<file path="src/rtl/register_write_arbiter.sv">
// register_write_arbiter: shares the load/in port of one DATA_SIZE-wide Register
// between NUM_REQ valid/ready requesters. Round-robin arbitration by default;
// define REG_ARB_FIXED_PRIO_EN for lowest-index-wins priority. An owner may
// hold ownership with req_lock for up to LOCK_MAX back-to-back transfers.
module register_write_arbiter #(
   parameter int DATA_SIZE = 16,
   parameter int NUM_REQ   = 4,
   parameter int LOCK_MAX  = 8
) (
   input  logic                           clock,
   input  logic                           reset,
   input  logic [NUM_REQ-1:0]             req_valid,
   input  logic [NUM_REQ-1:0]             req_lock,
   input  logic [NUM_REQ*DATA_SIZE-1:0]   req_data,
   output logic [NUM_REQ-1:0]             req_ready,
   output logic [DATA_SIZE-1:0]           reg_in,
   output logic                           reg_load,
   output logic [$clog2(NUM_REQ)-1:0]     grant_id,
   output logic                           busy
);

   localparam int          ID_W = $clog2(NUM_REQ);
   localparam int unsigned NR   = NUM_REQ;

   typedef enum logic [1:0] {IDLE, GRANT, LOCK} state_t;

   state_t          state;
   logic [ID_W-1:0] owner;
   logic [7:0]      burst_cnt;
   logic [8:0]      burst_next;
   logic [ID_W-1:0] winner;
   logic            found;
   logic            xfer;
`ifndef REG_ARB_FIXED_PRIO_EN
   logic [ID_W-1:0] last_ptr;
   int unsigned     idx;
`endif

   assign busy       = (state != IDLE);
   assign grant_id   = owner;
   assign burst_next = {1'b0, burst_cnt} + 9'd1;
   assign xfer       = !reset && (state != IDLE) && req_valid[owner];

   // Winner selection for the next arbitration in IDLE
   always_comb begin
      winner = '0;
      found  = 1'b0;
`ifdef REG_ARB_FIXED_PRIO_EN
      for (int unsigned i = 0; i < NR; i++) begin
         if (!found && req_valid[i]) begin
            winner = ID_W'(i);
            found  = 1'b1;
         end
      end
`else
      idx = 0;
      // scan starts just after the last owner so it gets lowest priority
      for (int unsigned k = 1; k <= NR; k++) begin
         idx = (32'(last_ptr) + k) % NR;
         if (!found && req_valid[idx]) begin
            winner = ID_W'(idx);
            found  = 1'b1;
         end
      end
`endif
   end

   // Only the current owner may see ready; nothing is accepted during reset
   always_comb begin
      req_ready = '0;
      if (!reset && (state != IDLE))
         req_ready[owner] = req_valid[owner];
   end

   // Arbitration FSM with registered Register-side outputs
   always_ff @(posedge clock) begin
      if (reset) begin
         state     <= IDLE;
         reg_in    <= '0;
         reg_load  <= 1'b0;
         owner     <= '0;
         burst_cnt <= '0;
`ifndef REG_ARB_FIXED_PRIO_EN
         last_ptr  <= ID_W'(NUM_REQ - 1);
`endif
      end else begin
         reg_load <= 1'b0;
         case (state)
            IDLE: begin
               if (|req_valid) begin
                  owner     <= winner;
                  burst_cnt <= '0;
                  state     <= GRANT;
               end
            end
            GRANT, LOCK: begin
               if (xfer) begin
                  reg_in    <= req_data[32'(owner)*DATA_SIZE +: DATA_SIZE];
                  reg_load  <= 1'b1;
                  burst_cnt <= burst_next[7:0];
`ifndef REG_ARB_FIXED_PRIO_EN
                  last_ptr  <= owner;
`endif
                  if (req_lock[owner] && (burst_next < 9'(LOCK_MAX)))
                     state <= LOCK;
                  else
                     state <= IDLE;
               end else begin
                  state <= IDLE;
               end
            end
            default: state <= IDLE;
         endcase
      end
   end

endmodule

</file>
<file path="config.mk">
export PLATFORM = sky130hd
export DESIGN_NAME = register_write_arbiter
export DESIGN_NICKNAME = d
export VERILOG_FILES = /design/src/rtl/register_write_arbiter.sv
export SDC_FILE = /design/constraint.sdc
export NUM_CORES = 1
export LEC_CHECK = 0
export ABC_CLOCK_PERIOD_IN_PS = 4600
export CORE_MARGIN = 8
export CORE_UTILIZATION = 30
export DETAILED_ROUTE_END_ITERATION = 10
export MAX_ROUTING_LAYER = met4
export REMOVE_ABC_BUFFERS = 1
export SLEW_MARGIN = 10
export SYNTH_ARGS = -nofsm -noshare
export SYNTH_HDL_FRONTEND = slang
export SYNTH_SLANG_ARGS = --single-unit
</file>
<file path="constraint.sdc">
create_clock -name clock -period 4.6 [get_ports clock]
set_input_delay 1.38 -clock clock [delete_from_list [all_inputs] [get_ports clock]]
set_output_delay 1.38 -clock clock [all_outputs]
set_load 0.01 [all_outputs]
</file>
# After elaboration in Yosys (flattened, before gate mapping)
# Index checks and enable logic that the tools add are counted.
[word_totals] rom_bits=0 wordCells=75 regBits=31 mem_count=0 input_bits=74 ramBits=0 latch_bits=0
[classes] n_lt_le_gt_ge=7 mux=30 eq_ne=4 shift=1 n_div=0 n_bitwise=2 n_mul=0 n_reduce_logical=20 n_addsub=5
[op_table] cell="variable part select 64 x 7 -> 16 bit" count=1
[op_table] cell="2-to-1 mux 8 bit" count=2
[op_table] cell="case mux 8 bit (2 select lines)" count=1
[op_table] cell="less-than comparator 2 x 3 -> 1 bit, second input constant" count=5
[op_table] cell="2-to-1 mux 2 bit" count=7
[op_table] cell="binary-select mux 1 bit (select 2 bit)" count=6
[op_table] cell="2-to-1 mux 1 bit" count=11
[op_table] cell="adder 8 x 1 -> 9 bit, second input constant" count=1
[op_table] cell="less-than comparator 9 x 4 -> 1 bit, second input constant" count=1
[op_table] cell="logical AND 1 bit" count=7
[op_table] cell="adder 2 x 1 -> 2 bit, second input constant" count=2
[op_table] cell="adder 2 bit, second input constant" count=2
[op_table] cell="AND 4 bit" count=1
[op_table] cell="zero test 1 bit" count=4
[op_table] cell="2-to-1 mux 4 bit" count=1
[op_table] cell="!= test 2 bit, second input constant" count=2
[op_table] cell="case mux 2 bit (2 select lines)" count=1
[op_table] cell="AND reduction 2 bit" count=2
[op_table] cell="nonzero test 2 bit" count=2
[op_table] cell="OR reduction 2 bit" count=2
[op_table] cell="OR reduction 4 bit" count=1
[op_table] cell="AND reduction 3 bit" count=1
[op_table] cell="demux 1 bit (select 2 bit)" count=1
[op_table] cell="== test 2 x 1 -> 1 bit, second input constant" count=1
[op_table] cell="4 further kinds" count=4

# Longest topological paths before layout
[logic_depth] ltp_word=13 ltp_mapped=8 depth_no_buf=6

# Worst setup path after synthesis
# Ideal clock, no wire load.
[synth_timing] path_kind="input -> output" startpoint="input port reset" endpoint="output port req_ready[0]" t_arrival_ns=2.404 t_required_ns=3.220 path_stages=4 slack_ns=0.816 cell_sequence="or2_1 -> clkbuf_1 -> clkbuf_1 -> nor4b_1"
[synth_between] elab_chain_cells=3
[synth_lines] element="from (decl)" line_no="11" rtl="input logic reset,"
[synth_lines] element="zero test 1 bit" line_no="71" rtl="if (!reset && (state != IDLE))"
[synth_lines] element="logical AND 1 bit" line_no="71"
[synth_lines] element="2-to-1 mux 4 bit" line_no="71"
[synth_lines] element="to (decl)" line_no="15" rtl="output logic [NUM_REQ-1:0] req_ready,"
# Every way passes these cells.

# Worst setup path after layout
# Ends and elaborated chain as after synthesis.

==> flow_summary.toml <==
[status]
status = "finished, final reports clean"

[drt]
routed_via_density = 5.325
drtPass1Iterations = 4
drc = 0
vias = 2013
antenna_left = 0
drt_wl_total_um = 6302
drtIter0Drc = 130
drt-wirelength-per-cell_um = 16.67

[worst_hold_path]
holdCritStartpoint = "reg_in[1]$_SDFFE_PP0P_"
hold_class = "reg2reg"
hold_path_depth = 2

[setup_path]
worstSetupStartpointType = "input port"
critPathKind = "in2out"
r2r_setup_slack_ps = 2060
endpoint = "req_ready[0]"
cp_common_cell = "clkdlybuf4s50_1"
path_buf_inv = 2
crit_path_max_fanout = 3
worst_path_largest_cell_delay_ps = 610
path_cells = "clkdlybuf4s50_1 -> or2_1 -> nor4b_1 -> clkdlybuf4s50_1"
rr_startpoint = "grant_id[0]$_SDFFE_PP0P_"
r2r_end = "last_ptr[0]$_SDFFE_PP1P_"
critPathRequiredTime_ps = 3220
worst-r2r-cell-count = 5
critPathTopFamily = "buffers and inverters"
slowest_stage = "clkdlybuf4s50_1"
critPathLaunch = "reset"
critPathCaptureType = "output pin"
cp_num_cells = 4
cp_data_arrival_time_ps = 2990

[synth]
yosysTopAreaCell = "dfxtp_1"
ys.flop_type = "dfxtp_1"
ys_seq_elements = 31
synth_top_area_share_pct = 32.15
syn_avg_cell_area_um2 = 9.237
synth_most_common_cell = "dfxtp_1"
seq_area_frac_synth_pct = 32.15
synth_edf_count = 0
synth_area_leaders = "dfxtp_1 32%, mux4_2 20%, a21oi_1 5.4%"
synth_common_cells = "31 x dfxtp_1, 21 x a21oi_1, 19 x nand3_1"
synth_cell_types = 41
yosysWarnings = 0
netlist_instances = 209
async_flop_share_pct = 0
netlist_area_um2 = 1931

[sta]
rsz0062_at_grt = "false"
drv_slew = 0
min_period_ps = 4368
relSlewSlack_pct = 53.69
max_freq_mhz = 228.9
min_period_over_period_pct = 94.97
setup_viol = 0
hold_violations = 0
tns_ps = 0
whs_ps = 474.6
clock_skew_ps = 4.358
worstMarginPinSlew_ps = 693.7

[floorplan]
die_width_um = 96.22
pin_count = 98
die_h_um = 96.22
die-area_um2 = 9258
start_util_pct = 30.76
num_rows = 29
core-area_um2 = 6277

[placement]
dp_hpwl_um = 4815
place_congestion = 0.7833
portBuffers = 97

[clock_tree]
postCtsSetupRepairBufs = 0
cts_inserted_buffers = 5
root_buffer = "clkbuf_8"
htree_levels = 2
clock-sinks = 31
hold_buffers = 0
worstSkewPairLatency_ps = 280
cts.clk_slew.worst_paths_ps = 70
clockBufferDepth = 2
cts_tree = "yes"
cts_resized = 0

[finish]
syn2layout_area_growth_pct = 57.94
antenna_cells = 0
nets = 378
drive_gt1_share_pct = 10.96

[power]
switching_share_pct = 26.40
ir_drop_v = 0.00009606
power_switching_uw = 181.4
total_power_uw = 687.0
seq_power_share_pct = 41.2
p_leak_uw = 0.001064
p_per_area_nw_per_um2 = 225.3
p_clk_share_pct = 31.8
p_int_uw = 505.6
p_comb_share_pct = 27.0

[global_routing]
grt_max_degree = 30
grt_pass1_vias = 2081
overflow = 0
antenna_found_initial = 0
grt_pass1_wl_um = 10150
track_usage_pct = 14.53

[run]
drv_cap = 0
## sequential cells by signal, indices dropped and copies added (netlist names)
name / count
state: 2
reg_load: 1
reg_in: 16
burst_cnt: 8
grant_id: 2
last_ptr: 2
## placed cells by master (no fill, tap or decap), types with 4 or more instances in the layout
cell type	instances
clkbuf_8	6
clkdlybuf4s50_1	97
nor3_1	6
mux4_2	17
buf_4	6
mux2i_1	9
o211ai_1	4
o21ai_0	18
dfxtp_1	31
nand2_1	13
inv_1	6
nand3_1	19
a21oi_1	21
nor2_1	8
## stage by stage
| stage | area, µm² | setup WS [ps] | util, % | std cells |
|---|---|---|---|---|
| 2_1_floorplan | 1849 | 726.6 | - | 191 |
| 3_3_place_gp | 2962 | 250.4 | 47.18 | 371 |
| 3_5_place_dp | 2962 | 255.8 | 47.18 | 371 |
| 4_1_cts | 3049 | 224.5 | 48.57 | 378 |
| 5_1_grt | 3049 | 151.5 | 48.57 | 378 |
| 6_report | 3049 | 231.6 | 48.57 | 378 |
## tightest hold or removal path, stage by stage (launching register included)
cell and delay [ps]:
dfxtp_1 310, o21ai_0 60, a21oi_1 60
## power by group through the flow
| stage | sequential [µW] | combinational, µW | clock [µW] |
|---|---|---|---|
| after detailed placement | 289 | 187 | 0 |
| after global routing | 285 | 202 | 238 |
| after global placement | 289 | 186 | 0 |
| after CTS | 283 | 188 | 225 |
| after floorplan | 297 | 74.8 | 0 |
| final | 283 | 186 | 218 |
## per-layer routing
layer	track usage, %	share of wire [%]	vias to the layer above
li1	-	-	980
met1	17.11	42	950
met2	23.16	50	72
met3	4.914	6.6	11
met4	3.713	1.1	0
met5	-	0	-
## how the worst min path moves through the flow
stage | end | slack, ps
global placement | burst_cnt[7]$_SDFFE_PP0P_ | 460
global route | reg_in[15]$_SDFFE_PP0P_ | 500
finish | reg_in[1]$_SDFFE_PP0P_ | 470
detailed placement | reg_in[1]$_SDFFE_PP0P_ | 470
CTS | reg_in[1]$_SDFFE_PP0P_ | 480
floorplan | burst_cnt[7]$_SDFFE_PP0P_ | 440
## area by class of cell
class                   count  area (µm²)
fillers                   614        3228
clock inverters             1       5.005
multi-input cells         154        1206
flip-flops and latches     31       620.6
repair buffers            103        1016
well taps                  77       96.34
clock buffers               6       82.58
inverters                   6       22.52
## logic make-up (layout without fill, tap and decap cells)
kind of cell	Yosys count	count (layout)	synth area share [%]
XOR/XNOR	1	1	0.4537
AND/OR/NAND/NOR	66	66	17.63
adder cells (fa/ha/maj)	3	3	1.944
multiplexers	26	26	24.50
flip-flops	31	31	32.15
buffers and inverters	24	116	5.379
AO/OA/AOI/OAI	58	58	17.95
Power figures use the tool's default switching activity.
